===== config.mk =====
export PLATFORM = sky130hd
export DESIGN_NAME = fetch_unit_flat
export DESIGN_NICKNAME = d
export VERILOG_FILES = /design/src/rtl/fetch_unit_if.sv /design/src/rtl/fetch_unit.sv /design/src/flat_wrapper.sv
export SDC_FILE = /design/constraint.sdc
export NUM_CORES = 2
export LEC_CHECK = 0
export ABC_AREA = 1
export CORE_ASPECT_RATIO = 2
export CORE_UTILIZATION = 45
export DETAILED_ROUTE_END_ITERATION = 8
export PLACE_DENSITY_LB_ADDON = 0.1
export SETUP_SLACK_MARGIN = 0.4
export SYNTH_ARGS = -nofsm -noshare
export SYNTH_HDL_FRONTEND = slang
export SYNTH_SLANG_ARGS = --single-unit

===== constraint.sdc =====
create_clock -name clock -period 2.8 [get_ports clock]
set_input_delay 0.42 -clock clock [delete_from_list [all_inputs] [get_ports clock]]
set_output_delay 0.42 -clock clock [all_outputs]
set_load 0.03 [all_outputs]

===== src/rtl/fetch_unit_if.sv =====
// Bus between the fetch unit and its environment: program-load port,
// control-decoder branch/halt inputs and the fetch outputs.
interface fetch_unit_if;
    logic        load_en;
    logic [7:0]  load_addr;
    logic [7:0]  load_data;
    logic        start;
    logic        goto;
    logic        jump;
    logic        cond;
    logic        halt_ctl;
    logic [7:0]  target;
    logic [7:0]  line;
    logic [7:0]  pc;
    logic        running;
    logic        pc_overflow;
    logic [15:0] instr_count;

    modport master (
        output load_en, load_addr, load_data, start, goto, jump, cond, halt_ctl, target,
        input  line, pc, running, pc_overflow, instr_count
    );

    modport slave (
        input  load_en, load_addr, load_data, start, goto, jump, cond, halt_ctl, target,
        output line, pc, running, pc_overflow, instr_count
    );
endinterface


===== src/rtl/fetch_unit.sv =====
// Instruction fetch unit: 256x8 program memory, IDLE/RUN/HALTED sequencer,
// branch handling, sticky sequential-overflow flag and retired-instruction counter.
module fetch_unit #(
    parameter logic [7:0] RESET_PC = 8'h00,
    parameter logic [7:0] END_WORD = 8'hB0
) (
    input logic         clock,
    input logic         reset,
    fetch_unit_if.slave bus
);
    typedef enum logic [1:0] {IDLE, RUN, HALTED} state_t;

    state_t      state;
    logic [7:0]  mem [256];
    logic [7:0]  pc_q;
    logic        overflow_q;
    logic [15:0] count_q;

    // Memory is never cleared; writes are only accepted outside RUN and never in a reset cycle.
    always_ff @(posedge clock) begin
        if (!reset && state != RUN && bus.load_en) begin
            mem[bus.load_addr] <= bus.load_data;
        end
    end

    always_ff @(posedge clock) begin
        if (reset) begin
            state      <= IDLE;
            pc_q       <= RESET_PC;
            overflow_q <= 1'b0;
            count_q    <= 16'h0000;
        end else begin
            case (state)
                IDLE, HALTED: begin
                    if (bus.start) begin
                        state      <= RUN;
                        pc_q       <= RESET_PC;
                        overflow_q <= 1'b0;
                        count_q    <= 16'h0000;
                    end
                end
                RUN: begin
                    if (!bus.halt_ctl) begin
                        state <= HALTED;
                    end else begin
                        if (count_q != 16'hFFFF) begin
                            count_q <= count_q + 16'd1;
                        end
                        // A sequential step off the top of memory halts instead of wrapping.
                        if (bus.goto || (bus.jump && bus.cond)) begin
                            pc_q <= bus.target;
                        end else if (pc_q == 8'hFF) begin
                            overflow_q <= 1'b1;
                            state      <= HALTED;
                        end else begin
                            pc_q <= pc_q + 8'd1;
                        end
                    end
                end
                default: state <= IDLE;
            endcase
        end
    end

    assign bus.running     = (state == RUN);
    assign bus.line        = (state == RUN) ? mem[pc_q] : END_WORD;
    assign bus.pc          = pc_q;
    assign bus.pc_overflow = overflow_q;
    assign bus.instr_count = count_q;
endmodule

===== src/flat_wrapper.sv =====
// flat-port wrapper written by rule: the top's interface ports become plain ports
module fetch_unit_flat 
#(
    parameter logic [7:0] RESET_PC = 8'h00,
    parameter logic [7:0] END_WORD = 8'hB0
)
  (clock, reset, bus_load_en, bus_load_addr, bus_load_data, bus_start, bus_goto, bus_jump, bus_cond, bus_halt_ctl, bus_target, bus_line, bus_pc, bus_running, bus_pc_overflow, bus_instr_count);
  fetch_unit_if bus_i ();
  input logic clock;
  input logic reset;
  input wire logic [$bits(bus_i.load_en)-1:0] bus_load_en;
  input wire logic [$bits(bus_i.load_addr)-1:0] bus_load_addr;
  input wire logic [$bits(bus_i.load_data)-1:0] bus_load_data;
  input wire logic [$bits(bus_i.start)-1:0] bus_start;
  input wire logic [$bits(bus_i.goto)-1:0] bus_goto;
  input wire logic [$bits(bus_i.jump)-1:0] bus_jump;
  input wire logic [$bits(bus_i.cond)-1:0] bus_cond;
  input wire logic [$bits(bus_i.halt_ctl)-1:0] bus_halt_ctl;
  input wire logic [$bits(bus_i.target)-1:0] bus_target;
  output wire logic [$bits(bus_i.line)-1:0] bus_line;
  output wire logic [$bits(bus_i.pc)-1:0] bus_pc;
  output wire logic [$bits(bus_i.running)-1:0] bus_running;
  output wire logic [$bits(bus_i.pc_overflow)-1:0] bus_pc_overflow;
  output wire logic [$bits(bus_i.instr_count)-1:0] bus_instr_count;
  assign bus_i.load_en = bus_load_en;
  assign bus_i.load_addr = bus_load_addr;
  assign bus_i.load_data = bus_load_data;
  assign bus_i.start = bus_start;
  assign bus_i.goto = bus_goto;
  assign bus_i.jump = bus_jump;
  assign bus_i.cond = bus_cond;
  assign bus_i.halt_ctl = bus_halt_ctl;
  assign bus_i.target = bus_target;
  assign bus_line = bus_i.line;
  assign bus_pc = bus_i.pc;
  assign bus_running = bus_i.running;
  assign bus_pc_overflow = bus_i.pc_overflow;
  assign bus_instr_count = bus_i.instr_count;
  fetch_unit #(.RESET_PC(RESET_PC), .END_WORD(END_WORD)) u_core (.clock(clock), .reset(reset), .bus(bus_i));
endmodule

**Word level (Yosys, flattened, before mapping)**

Memory sizes are Yosys's and may differ from the RTL's. A register that Yosys moved wholly into a read port is not among the register bits.
Index checks and enable logic that the tools add are counted.

- Add/subtract/negate cells: 2
- Multiply operators: 0
- Div/mod/pow operators: 0
- Order comparisons: 0
- Eq/ne operators: 13
- Shifts and indexed selects: 0
- Muxes and demuxes: 24
- Bitwise operators: 0
- Reductions and logical operators: 12

Operators by type and width:

| cell | count |
|---|---|
| $mux 8 | 7 |
| $mux 16 | 3 |
| $pmux 16 s2 | 1 |
| $add 16x1->16 const B | 1 |
| $ne 16x16->1 const B | 1 |
| $pmux 8 s2 | 1 |
| $add 8x1->8 const B | 1 |
| $eq 8x8->1 const B | 1 |
| $mux 2 | 4 |
| $reduce_and 4->1 | 2 |
| $mux 1 | 6 |
| $ne 2x1->1 const B | 3 |
| $ne 2x2->1 const B | 3 |
| $ne 3x2->1 const B | 2 |
| $reduce_and 5->1 | 1 |
| $pmux 2 s2 | 1 |
| $logic_and 1x1->1 | 3 |
| $ne 3x3->1 const B | 1 |
| $reduce_and 3->1 | 1 |
| $eq 2x1->1 const B | 1 |
| $eq 2x2->1 const B | 1 |
| $logic_not 2->1 | 1 |
| $pmux 1 s2 | 1 |
| $reduce_bool 2->1 | 1 |
| other kinds (3) | 3 |

- Register bits: 27
- Bits in latches: 0
- RAM bits: 2,048
- Memory bits (read-only): 0
- Input port bits: 32
- Output and inout bits: 34
- Logic and storage cells: 56
- Memories kept: 1

Memories:

| memory | words | bits a word | rd ports | clocked after Yosys merged registers in | wr ports | RTL line | source |
|---|---|---|---|---|---|---|---|
| u_core.mem | 256 | 8 | 1 | 1 | 1 | fetch_unit.sv:14 | `logic [7:0] mem [256];` |

**Logic depth before layout (Yosys ltp)**

- Depth after elaboration: 7
- Depth in mapped cells: 15
- Depth with buffers taken out: 12

**Worst setup path after synthesis**

No wires, ideal clock.

- Kind: register to output
- Start point: register (tool-made name)
- End point: output port bus_line[6]
- Data arrival time: 1.850 ns
- Required time: 2.380 ns
- Slack: 0.530 ns
- Cell stages (with the launch flop): 16
- Path buffers: 4
- Path through: dfxtp_1 > buf_4 > inv_4 > buf_6 > buf_6 > buf_2 > nand2_1 > nand3_1 > nand3_1 > nand3_1 > nand3_1 > nand3_1 > nand3_1 > nand2_1 > nor2_1 > nor2_1

RTL lines:

| element | RTL line | source |
|---|---|---|
| end, declared | flat_wrapper.sv:20 | `output wire logic [$bits(bus_i.line)-1:0] bus_line;` |

==> flow_metrics.env <==
export IMPL_outcome="complete, but fails checks"
export IMPL_violations="setup timing"
export IMPL_vias=59573
export IMPL_grt_max_degree=82
export IMPL_finalCritPeriodShare_pct=136.1
export IMPL_port_buffers=65
export IMPL_final_cell_area_mm2=0.1051
export IMPL_post_route_worst_setup_slack_ns=-1.012
export IMPL_grt_pass1_vias=58959
export IMPL_viasPerCell=5.661
export IMPL_start_kind="flip-flop"
export IMPL_synth_most_common_cell="nand2_1"
export IMPL_timing_final_crit_period_ns=3.812
export IMPL_synth_top_area_cell="edfxtp_1"
export IMPL_synth_cell_types=33
export IMPL_path_class="flip-flop to primary output"
export IMPL_fmax_ghz=0.2623
export IMPL_yosysTopAreaCellShare_pct=72.62
export IMPL_p_per_area_mw_per_mm2=651.1
export IMPL_maxCapViolations=0
export IMPL_ys_seq_area_share_pct=73.45
export IMPL_ys_seq_elements=2083
export IMPL_synthesis_nets=7220
export IMPL_synth_main_ff_cell="edfxtp_1"
export IMPL_final_hold_viol_count=0
export IMPL_cts_root_buffer="clkbuf_16"
export IMPL_use_met1_pct=32.72
export IMPL_setup_worst_path_end_class="primary output"
export IMPL_antenna_found_initial=4
export IMPL_ctsLongestPathBuffers=4
export IMPL_fillerInstances=15478
export IMPL_clock_skew_ns=0.04005
export IMPL_drt_iter0_drc=5445
export IMPL_initial_core_util_pct=45.37
export IMPL_area_delta_synth_final_pct=24.10
export IMPL_overflow=0
export IMPL_async_flop_share_pct=0
export IMPL_grt_first_pass_wirelength_um=397600
export IMPL_busiest_layer="met2"
export IMPL_worst_pin_slew_ns=0.8731
export IMPL_place_worst_setup_slack_ns=-0.5830
export IMPL_max_vdd_ir_drop_v=0.0004584
export IMPL_clock_latency_ns=0.86
export IMPL_setup_viol=8
export IMPL_use_met3_pct=2.959
export IMPL_place_inst=10060
export IMPL_r2r_setup_slack_ns=0.62
export IMPL_die_area_mm2=0.1900
export IMPL_placed_cell_area_mm2=0.09412
export IMPL_rsz0062_at_grt="yes"
export IMPL_hp_class="input port to flip-flop"
export IMPL_power_leakage_uw=0.03805
export IMPL_clock_sinks=2083
export IMPL_ioPinCount=66
export IMPL_ys_top_cells_by_count="2,134 x nand2_1, 2,048 x edfxtp_1, 1,974 x nand3_1"
export IMPL_ant_nets=0
export IMPL_power_uw=68420
export IMPL_ys_warn_count=0
export IMPL_synth_avg_cell_area_um2=11.78
export IMPL_final_cells=10524
export IMPL_die_y_um=615.5
export IMPL_wire_per_inst_um=26.45
export IMPL_syn_area_mm2=0.08468
export IMPL_gp_congestion=0.9054
export IMPL_synthTopCellsByArea="edfxtp_1 73%, nand3_1 12%, nand2_1 9.5%"
export IMPL_path_max_fanout=11
export IMPL_drv_slew=0
export IMPL_cp_arrival_ns=3.39
export IMPL_die_w_um=308.7
export IMPL_synthCells=7186
export IMPL_numCtsBuffers=191
export IMPL_htreeDepth=4
export IMPL_use_met2_pct=52.43
export IMPL_wl_um=278300
export IMPL_relSlewSlack_pct=41.79
export IMPL_cts_tree="done"
export IMPL_synth_edf_count=2048
export IMPL_core_area_mm2=0.1867
export IMPL_row_count=224
export IMPL_nNetsFinal=7919
export IMPL_drive_above_1_share_pct=20.03
export IMPL_worstPathRequired_ns=2.38
export IMPL_drcViolationCount=0
export IMPL_drt_pass1_iterations=6
export IMPL_dpl_hpwl_um=173700
export IMPL_clkTransAtPathRegs_ns=0.06
export IMPL_grt_use_total_pct=28.86
-- final timing paths --
kind | start | cells after the start | end
setup reg to reg | u_core.state[1] | 10 | u_core.mem[123][2]
hold / removal | bus_load_data[0] | 1 | u_core.mem[165][0]
setup / recovery | flip-flop | 15 | bus_line[6]
hold reg to reg | u_core.bus.pc_overflow | 2 | u_core.bus.pc_overflow
-- routing by layer --
metal	vias up	part of all wire (%)
met2	2274	53
met5	-	0.0050
li1	26908	-
met4	2	6.0
met3	615	5.2
met1	29774	36
-- cells in the final DEF, fill, tap and decap left out, types with 5 or more instances in the layout --
cell             count
dfxtp_1             29
inv_1               39
nor2_2               9
inv_2                5
clkdlybuf4s50_1     30
nand2_2             38
a21oi_1             32
clkinv_1            45
dfxtp_4              5
buf_4              649
clkbuf_1            37
nand4_1              5
buf_6               36
nor2_1             317
edfxtp_1          2048
clkbuf_16          206
nand2_4              6
bufbuf_16           14
buf_8               22
nand3_2            266
nand2_1           2091
nand3_1           1666
bufinv_16           20
xor2_1               5
nor2_4              18
o21ai_1              6
o21ai_0             23
nor3_1              11
nand3_4             42
buf_12             159
o22ai_1              7
buf_16              47
clkinv_2            32
dlygate4sd2_1       18
-- metrics by stage --
step | TNS (ns) | hold slack, ns | util [%]
after floorplan | 0 | 0.4982 | -
after global placement | -3.555 | 0.4458 | 50.43
after detailed placement | -3.496 | 0.4417 | 50.43
after CTS | -7.983 | 0.009184 | 55.43
after global routing | -8.155 | 0.04215 | 56.29
final | -7.702 | 0.04152 | 56.30
-- critical path, cell delays in order (launching register included) --
cell and delay, ns:
dfxtp_4 0.47, clkinv_16 0.12, buf_16 0.19, buf_12 0.15, buf_4 0.15, nand3_1 0.08
nand3_1 0.08, nand3_1 0.18, nand3_2 0.26, nand3_1 0.17, nand3_1 0.09, nand3_1 0.12
nand2_2 0.09, nor2_4 0.13, buf_6 0.13, buf_12 0.11
-- sequential cells by signal, indices dropped and copies added, names as in the netlist, named ones only --
register,cells
u_core.mem,2048
u_core.bus.pc,8
u_core.bus.pc_overflow,1
u_core.bus.instr_count,16
u_core.state,2
-- area by class of cell --
cell class	count	area (um^2)	share of cell area [%]
diodes	4	10.01	0.009525
flip-flops and latches	2083	62220	59.21
inverters	48	232.7	0.2215
repair buffers	990	11330	10.78
well taps	2486	3110	2.960
repair inverters	2	50.05	0.04763
clock buffers	234	5035	4.791
clock inverters	108	1028	0.9787
multi-input cells	4569	22070	21.00
-- kinds of logic (layout without fill, tap and decap cells) --
| kind of cell | Yosys count | count (layout) | synth area share [%] |
|---|---|---|---|
| compound gates | 85 | 85 | 0.5452 |
| xor+xnor | 6 | 6 | 0.06206 |
| fa+ha+maj | 2 | 2 | 0.02955 |
| buf+inv | 534 | 1382 | 3.072 |
| flops | 2083 | 2083 | 73.45 |
| other cells | 0 | 4 | 0 |
| simple gates | 4476 | 4476 | 22.84 |
-- power breakdown --
group          internal (uW)  switching (uW)
clock network          14600           11500
logic                   2960            5060
registers              34200            43.4
-- what timing repair did --
action / in CTS / in global routing
hold endpoints to repair: 13 / 0
pin swaps: 62 / 90
hold buffers: 2 / 0
setup buffers: 40 / 26
resized for setup: 390 / 222
setup endpoints to repair: 27 / 8
cloned: 38 / 12
(Power assumes the default switching activity.)
